[src/rtl/prog_sequencer_pkg.sv]
// Shared definitions for the program sequencer and the bus processor control unit:
// op codes, instruction word fields and sequencer state encodings.
package prog_sequencer_pkg;

  localparam int DATA_W = 8;

  // Instruction word fields: [7] unused, [6:4] op, [3:2] X, [1:0] Y.
  localparam int OP_MSB   = 6;
  localparam int OP_LSB   = 4;
  localparam int HALT_BIT = 6;
  localparam int X_MSB    = 3;
  localparam int X_LSB    = 2;
  localparam int Y_MSB    = 1;
  localparam int Y_LSB    = 0;

  localparam logic [2:0] OP_MV  = 3'b000;
  localparam logic [2:0] OP_MVI = 3'b001;
  localparam logic [2:0] OP_ADD = 3'b010;
  localparam logic [2:0] OP_SUB = 3'b011;

  typedef enum logic [2:0] {
    ST_IDLE,
    ST_ISSUE,
    ST_EXEC,
    ST_FIN,
    ST_ERR
  } state_t;

  // Op code field of an instruction word.
  function automatic logic [2:0] word_op(input logic [DATA_W-1:0] w);
    return w[OP_MSB:OP_LSB];
  endfunction

endpackage

[src/rtl/prog_sequencer_mem.sv]
// Program memory: synchronous write, two asynchronous read ports (instruction and the word after it).
module prog_sequencer_mem
  import prog_sequencer_pkg::*;
#(
  parameter int AW = 4
) (
  input  logic              Clk,
  input  logic              we,
  input  logic [AW-1:0]     wr_addr,
  input  logic [DATA_W-1:0] wr_data,
  input  logic [AW-1:0]     rd_addr_a,
  output logic [DATA_W-1:0] rd_data_a,
  input  logic [AW-1:0]     rd_addr_b,
  output logic [DATA_W-1:0] rd_data_b
);

  logic [DATA_W-1:0] mem [2**AW];

  // Write port.
  // NOTE: the storage array has no reset; a reset loop over every word would turn the array into flops and the program is always reloaded anyway.
  always_ff @(posedge Clk) begin
    if (we) mem[wr_addr] <= wr_data;
  end

  assign rd_data_a = mem[rd_addr_a];
  assign rd_data_b = mem[rd_addr_b];

endmodule

[src/rtl/prog_sequencer.sv]
// Instruction-issue master for the 8-bit bus processor: steps through a loaded program,
// drives DIN/Run and waits for Done, with HALT, truncated-mvi and timeout detection.
module prog_sequencer
  import prog_sequencer_pkg::*;
#(
  parameter int DEPTH   = 16,
  parameter int AW      = 4,
  parameter int TIMEOUT = 8
) (
  input  logic              Clk,
  input  logic              Resetn,
  input  logic              Start,
  input  logic              Ld_en,
  input  logic [AW-1:0]     Ld_addr,
  input  logic [DATA_W-1:0] Ld_data,
  input  logic [AW:0]       Prog_len,
  input  logic              Done,
  output logic [DATA_W-1:0] DIN,
  output logic              Run,
  output logic              Busy,
  output logic              Finished,
  output logic              Err,
  output logic [AW-1:0]     PC,
  output logic [7:0]        Instr_cnt
);

  localparam int TW = $clog2(TIMEOUT + 1);

  state_t            state;
  logic [AW:0]       pc;
  logic [AW:0]       len;
  logic [TW-1:0]     tcnt;
  logic [DATA_W-1:0] word;
  logic [DATA_W-1:0] imm;
  logic [AW:0]       pc_plus1;
  logic [AW:0]       pc_adv;
  logic              is_mvi;
  logic              is_halt;
  logic              truncated;

  prog_sequencer_mem #(.AW(AW)) u_mem (
    .Clk       (Clk),
    .we        (Ld_en && !Busy),
    .wr_addr   (Ld_addr),
    .wr_data   (Ld_data),
    .rd_addr_a (pc[AW-1:0]),
    .rd_data_a (word),
    .rd_addr_b (pc_plus1[AW-1:0]),
    .rd_data_b (imm)
  );

  // PC arithmetic is one bit wider than the address so len==DEPTH ends cleanly without wrap.
  assign pc_plus1  = pc + 1'b1;
  assign is_mvi    = (word_op(word) == OP_MVI);
  assign is_halt   = word[HALT_BIT];
  assign pc_adv    = is_mvi ? pc + 2'd2 : pc_plus1;
  assign truncated = is_mvi && (pc_plus1 >= len);
  assign PC        = pc[AW-1:0];

  // Processor-facing drive: opcode word in ISSUE, mvi immediate during EXEC, idle otherwise.
  // NOTE: every output of this block gets a default first so no path leaves it unassigned (no latch).
  always_comb begin
    DIN = '0;
    Run = 1'b0;
    case (state)
      ST_ISSUE: begin
        DIN = word;
        Run = !is_halt && !truncated;
      end
      ST_EXEC: DIN = is_mvi ? imm : '0;
      default: ;
    endcase
  end

  // Sequencer FSM with counters; status outputs are registered alongside the next state.
  // NOTE: all state here uses non-blocking assignments so every register samples pre-edge values.
  always_ff @(posedge Clk or negedge Resetn) begin
    if (!Resetn) begin
      state     <= ST_IDLE;
      pc        <= '0;
      len       <= '0;
      tcnt      <= '0;
      Instr_cnt <= '0;
      Busy      <= 1'b0;
      Finished  <= 1'b0;
      Err       <= 1'b0;
    end else begin
      case (state)
        ST_IDLE, ST_FIN, ST_ERR: begin
          if (Start) begin
            len       <= Prog_len;
            pc        <= '0;
            Instr_cnt <= '0;
            Err       <= 1'b0;
            if (Prog_len == '0) begin
              state    <= ST_FIN;
              Finished <= 1'b1;
              Busy     <= 1'b0;
            end else begin
              state    <= ST_ISSUE;
              Finished <= 1'b0;
              Busy     <= 1'b1;
            end
          end
        end
        ST_ISSUE: begin
          if (is_halt) begin
            state    <= ST_FIN;
            Busy     <= 1'b0;
            Finished <= 1'b1;
          end else if (truncated) begin
            state <= ST_ERR;
            Busy  <= 1'b0;
            Err   <= 1'b1;
          end else begin
            state <= ST_EXEC;
            tcnt  <= '0;
          end
        end
        ST_EXEC: begin
          if (Done) begin
            pc <= pc_adv;
            if (Instr_cnt != 8'hFF) Instr_cnt <= Instr_cnt + 8'd1;
            if (pc_adv >= len) begin
              state    <= ST_FIN;
              Busy     <= 1'b0;
              Finished <= 1'b1;
            end else begin
              state <= ST_ISSUE;
            end
          end else if (tcnt == TW'(TIMEOUT - 1)) begin
            state <= ST_ERR;
            Busy  <= 1'b0;
            Err   <= 1'b1;
          end else begin
            tcnt <= tcnt + 1'b1;
          end
        end
        default: begin
          state <= ST_IDLE;
          Busy  <= 1'b0;
        end
      endcase
    end
  end

endmodule

[config.mk]
export PLATFORM = sky130hd
export DESIGN_NAME = prog_sequencer
export DESIGN_NICKNAME = d
export VERILOG_FILES = /design/src/rtl/prog_sequencer_pkg.sv /design/src/rtl/prog_sequencer_mem.sv /design/src/rtl/prog_sequencer.sv
export SDC_FILE = /design/constraint.sdc
export NUM_CORES = 1
export LEC_CHECK = 0
export CAP_MARGIN = 20
export CORE_UTILIZATION = 54
export DETAILED_ROUTE_END_ITERATION = 6
export MAX_ROUTING_LAYER = met4
export PLACE_DENSITY = 0.87
export SYNTH_ARGS = -nofsm -noshare
export SYNTH_HDL_FRONTEND = slang
export SYNTH_SLANG_ARGS = --single-unit
[constraint.sdc]
create_clock -name Clk -period 3.35 [get_ports Clk]
set_input_delay 0.5025 -clock Clk [delete_from_list [all_inputs] [get_ports Clk]]
set_output_delay 0.5025 -clock Clk [all_outputs]
set_load 0.05 [all_outputs]
==> After elaboration in Yosys (flattened, before gate mapping) <==
Memories as Yosys holds them, arrays and structs flattened.
Cells that the tools add are included.
{ "totals": {"register_bits": 28, "mem_bits_rw": 128, "inputBits": 22, "out_inout_bits": 24, "n_memories": 1} }
{ "op_classes": {"addsub": 4, "order_cmp": 2, "eq_ne": 21, "muxes": 46, "n_reduce_logical": 20} }
{ "memory_table": {"columns": ["name", "words", "width", "read_ports", "rd_clocked_by_memory_dff", "wr", "line", "rtl"], "rows": [
  ["u_mem.mem", 16, 8, 2, 0, 1, "prog_sequencer_mem.sv:17", "logic [DATA_W-1:0] mem [2**AW];"]
]} }
{ "ops": {"columns": ["operator", "n"], "rows": [
  ["two-way mux 8 bit", 4],
  ["case mux 8 bit (2 select lines)", 2],
  ["!= test 2 bit, second input constant", 11],
  ["two-way mux 1 bit", 20],
  ["two-way mux 4 bit", 4],
  ["two-way mux 3 bit", 5],
  ["two-way mux 5 bit", 3],
  ["greater-or-equal comparator 5 bit", 2],
  ["case mux 5 bit (2 select lines)", 1],
  ["AND reduction 5 bit", 2],
  ["!= test 3 bit, second input constant", 3],
  ["case mux 1 bit (3 select lines)", 3],
  ["case mux 3 bit (3 select lines)", 1],
  ["adder 8 x 1 -> 8 bit, second input constant", 1],
  ["!= test 8 bit, second input constant", 1],
  ["case mux 4 bit (2 select lines)", 1],
  ["AND reduction 4 bit", 2],
  ["equality test 3 x 1 -> 1 bit, second input constant", 2],
  ["equality test 3 x 2 -> 1 bit, second input constant", 2],
  ["AND reduction 6 bit", 1],
  ["adder 5 x 1 -> 5 bit, second input constant", 1],
  ["adder 5 x 2 -> 5 bit, second input constant", 1],
  ["zero test 5 bit", 1],
  ["adder 4 x 1 -> 4 bit, second input constant", 1],
  ["other kinds (11)", 18]
]} }

==> Longest topological paths before layout <==
Gate-level depths: netlist (run 1).
An unclocked memory read counts as a cell.
{ "logic_depth": {"ltp_word": 7, "mapped_depth": 17, "depth_no_buf": 14} }

==> Modules after synthesis <==
A second synthesis (run 1) with hierarchy kept.
{ "unflattened": {"hier_cells": 510, "area_unflattened_um2": 7976.4} }
{ "by_module_without_submodules": {"columns": ["module", "n_inst", "cells_each", "area_each_um2", "seq_area_each_um2"], "rows": [
  ["prog_sequencer_mem", 1, 291, 6024.5, 3843.7],
  ["prog_sequencer", 1, 219, 1951.9, 700.7]
]} }

==> Worst setup path before layout (run 1) <==
OpenSTA, ideal clock, no wires.
{ "synth_path": {"path_kind": "reg2out", "from": "register pc[2]", "to": "output Run", "arrival_ns": 3.097, "required_ns": 2.847, "path_slack_ns": -0.249, "stages_incl_launch_ff": 11, "cell_sequence": "dfrtp_1 > clkbuf_1 > buf_2 > xnor2_1 > clkbuf_1 > inv_1 > ha_1 > o21ai_0 > o21bai_1 > a21o_1 > a21oi_2"} }
{ "synth_via": {"elab_chain_cells": 6} }
{ "synth_rtl": {"columns": ["element", "line", "rtl"], "rows": [
  ["from (decl)", "prog_sequencer.sv:30", "logic [AW:0] pc;"],
  ["from (signal assigned)", "prog_sequencer.sv:122", "pc <= pc_adv;"],
  ["adder 5 x 1 -> 5 bit or memory (16 x 8 bit) (tied branches)", null, null],
  ["greater-or-equal comparator 5 bit or equality test 3 x 1 -> 1 bit (tied branches)", "prog_sequencer.sv:57, prog_sequencer.sv:54", null],
  ["logical AND 1 bit", "prog_sequencer.sv:57", "assign truncated = is_mvi && (pc_plus1 >= len);"],
  ["zero test 1 bit", "prog_sequencer.sv:68", "Run = !is_halt && !truncated;"],
  ["logical AND 1 bit (*)", "prog_sequencer.sv:68", null],
  ["two-way mux 1 bit (*)", "prog_sequencer.sv:65", "case (state)"],
  ["to (decl)", "prog_sequencer.sv:19", "output logic Run,"]
]} }
Every way passes the cells marked *; elsewhere a longest branch is shown, timed or not.

==> Worst setup path after layout (run 1) <==
{ "layout_path": {"from": "register pc[1]", "to": "register Finished"} }
{ "layout_via": {"elab_chain_cells": 6} }
{ "layout_rtl": {"columns": ["element", "line", "rtl"], "rows": [
  ["memory (16 x 8 bit)", null, null],
  ["equality test 3 x 1 -> 1 bit", "prog_sequencer.sv:54", "assign is_mvi = (word_op(word) == OP_MVI);"],
  ["two-way mux 5 bit", "prog_sequencer.sv:56", "assign pc_adv = is_mvi ? pc + 2'd2 : pc_plus1;"],
  ["greater-or-equal comparator 5 bit", "prog_sequencer.sv:124", "if (pc_adv >= len) begin"],
  ["!= test 2 bit (no line)", null, null],
  ["AND reduction 5 bit (no line) (*)", null, null],
  ["to (signal assigned)", "prog_sequencer.sv:85", "Finished <= 1'b0;"],
  ["to (signal assigned)", "prog_sequencer.sv:97", "Finished <= 1'b1;"],
  ["to (signal assigned)", "prog_sequencer.sv:127", "Finished <= 1'b1;"],
  ["to (decl)", "prog_sequencer.sv:21", "output logic Finished,"]
]} }
Marks and branches as above.
A chain may end at the register's enable or synchronous reset.

==> results of run 1 <==
==> cell families after synthesis <==
group	synth area share
buf+inv	0.0245
flops	0.574
xor+xnor	0.0155
fa+ha+maj	0.0221
mux	0.223
compound gates	0.0624
simple gates	0.0785
==> cell type report <==
| class | count | area, um2 |
|---|---|---|
| fillers | 874 | 4340 |
| multi-input cells | 321 | 3390 |
| repair buffers | 100 | 1030 |
| inverters | 10 | 37.5 |
| flip-flops and latches | 156 | 4550 |
| well taps | 180 | 225 |
| clock buffers | 20 | 437 |
| clock inverters | 10 | 93.8 |
==> where the power goes <==
group | total [mW] | internal (mW) | switching [mW]
Combinational | 4.01 | 1.98 | 2.03
Clock | 1.76 | 1.01 | 0.748
Sequential | 2.39 | 2.24 | 0.150
Total | 8.16 | 5.23 | 2.93
==> metrics by stage <==
step	cell area (um2)	TNS, ns
floorplan	7960	-0.0993
global placement	8910	0
detailed placement	8910	-0.158
CTS	9570	-2.36
global route	9760	-3.34
finish	9760	-2.25
==> worst min path at each step <==
stage / from / end / slack, ns / cells past startpoint
final: Resetn / len[4] / 0.46 / 2
after global routing: Resetn / state[0] / 0.51 / 2
after CTS: Resetn / len[4] / 0.47 / 2
after detailed placement: Err / Err / 0.50 / 2
after global placement: Err / Err / 0.49 / 2
after floorplan: Resetn / Busy / 0.21 / 0
==> critical path, cell delays in order (launching register included) <==
cell and delay [ns]:
dfrtp_2 0.47, mux4_2 0.54, mux4_2 0.55, nor3_4 0.20
nand2b_4 0.10, buf_6 0.13, xnor2_1 0.22, ha_1 0.29
nor2b_1 0.16, o21ai_2 0.10, a211oi_2 0.21, nor2_2 0.08
o31a_1 0.29, o21a_1 0.18
==> placed cells by master, fill, tap and decap left out, types with 13 or more instances in the layout <==
master and instances:
mux4_2 70, clkbuf_16 17, dfrtp_1 26, nand2_1 40, nor2_1 33, buf_4 45, a21oi_1 13, edfxtp_1 128
clkdlybuf4s50_1 36, buf_12 13
==> flip-flops by register name, summed over array words and instances (netlist names) <==
register,count
pc,5
state,3
Finished,1
Instr_cnt,8
u_mem.mem,128
Err,1
Busy,1
len,5
tcnt,4
==> cell usage after synthesis (all sizes together), types with 5 or more instances <==
cell,instances
nand2,41
mux2,8
mux4,70
buf,17
nand2b,7
nor3,6
nor2,35
clkbuf,14
dfrtp,28
ha,14
nor2b,8
or2,5
o21ai,33
mux2i,10
xnor2,10
a21oi,15
edfxtp,128
inv,10
a22o,7
==> timing repair <==
item | in CTS | in global routing
pin swaps | 13 | 11
resized for setup | 25 | 28
cloned | 0 | 0
buffers inserted | 7 | 10
setup endpoints to repair | 12 | 12
==> routing by layer <==
layer  part of all wire  vias up  routed length [um]
li1                   -     2236                   -
met1               0.36     2693                7260
met2               0.51      397               10300
met3              0.097       83                1980
met4              0.042        0                 867
met5                  0        -                   0
==> impl_metrics.env, run 1 <==
export IMPL_period_share=1.09
export IMPL_wl_per_cell_um=25.6
export IMPL_hp_class="in -> async"
export IMPL_wl_um=20400
export IMPL_antenna_found_initial=0
export IMPL_syn_nets=554
export IMPL_clock_sinks=156
export IMPL_dp_slack_ns=-0.0872
export IMPL_period_needed_ns=3.64
export IMPL_worstPathRequired_ns=3.66
export IMPL_first_pass_iters=5
export IMPL_drive_above_1_share=0.337
export IMPL_die_w_um=123
export IMPL_use_met1=0.341
export IMPL_synth_top_area_share=0.485
export IMPL_gr_usage_met2=0.476
export IMPL_dpl_hpwl_um=13200
export IMPL_postSynthAreaPerCell_um2=15.3
export IMPL_fin_nets=642
export IMPL_fin_cells=797
export IMPL_powerDensity_mw_per_mm2=836
export IMPL_ant_nets=0
export IMPL_rr_startpoint="pc[1]"
export IMPL_h_tree_depth=4
export IMPL_clock_skew_ns=0.00817
export IMPL_leakage_nw=3.47
export IMPL_synth_ff_type="edfxtp_1"
export IMPL_rrSetupSlack_ns=-0.29
export IMPL_root_buffer="clkbuf_16"
export IMPL_slew_violations=0
export IMPL_grt_pass1_vias=5367
export IMPL_ys_seq_area_frac=0.574
export IMPL_ios=46
export IMPL_grt_pass1_wl_um=30200
export IMPL_syn_to_final_growth_pct=23.3
export IMPL_grt_most_used_layer="met2"
export IMPL_grt_util_all_layers=0.293
export IMPL_cts_tree="built"
export IMPL_clockBufferDepth=2
export IMPL_worstSetupPathType="reg -> reg"
export IMPL_gp_congestion=0.915
export IMPL_timing_rr_end="Finished"
export IMPL_die_height_um=123
export IMPL_tightest_slew_ns=0.579
export IMPL_gr_usage_met3=0.0692
export IMPL_worstSkewPairLatency_ns=0.43
export IMPL_holdWs_ns=0.461
export IMPL_vias=5409
export IMPL_fmax_mhz=275
export IMPL_power_mw=8.16
export IMPL_crit_start="pc[1]"
export IMPL_synth_cell_type_count=56
export IMPL_start_kind="flip-flop"
export IMPL_synth_top_area_cell="edfxtp_1"
export IMPL_r2r_cells=13
export IMPL_critPathArrivalTime_ns=3.94
export IMPL_cp_end_kind="flip-flop"
export IMPL_finalSetupViolCount=12
export IMPL_overflow=0
export IMPL_syn_inst=518
export IMPL_async_reset_ff_frac=0.179
export IMPL_hold_viol=0
export IMPL_drt_iter0_drc=608
export IMPL_initial_core_util=0.562
export IMPL_ys_seq_elements=156
export IMPL_core_mm2=0.0141
export IMPL_violations="negative setup slack"
export IMPL_row_count=43
export IMPL_rsz0062_at_grt="true"
export IMPL_holdBufCountCts=0
export IMPL_crit_fanout=6
export IMPL_fin_util=0.692
export IMPL_antenna_cells=0
export IMPL_grt_start_max_net_pins=33
export IMPL_maxCapViolations=0
export IMPL_drc_errors=0
export IMPL_synth_area_mm2=0.00792
export IMPL_critPathCapture="Finished"
export IMPL_peakVddDrop_mv=0.486
export IMPL_status="complete, but fails checks"
export IMPL_port_buffers=45
export IMPL_slew_headroom=0.613
export IMPL_via_per_inst=6.79
export IMPL_clkTransAtPathRegs_ns=0.06
export IMPL_worst_slack_ns=-0.288
export IMPL_yosysWarnings=0
export IMPL_dp_cells=751
export IMPL_die_area_mm2=0.0152
export IMPL_synth_edf_count=128
export IMPL_synth_area_top_cells="edfxtp_1 49%, mux4_2 20%, dfrtp_1 8.8%"
export IMPL_cts_buffers=17
Note: power is estimated with default switching activity, not from simulation.
==> inputs of run 2 (changes only) <==
- CTS_CLUSTER_SIZE: not set -> 10
==> results of run 2 <==
Final layout, timing and power as in run 1 (identical DEF).
==> inputs of run 3 (changes only) <==
- GPL_TIMING_DRIVEN: not set -> 1
==> results of run 3 <==
Final layout, timing and power as in run 1 (identical DEF).
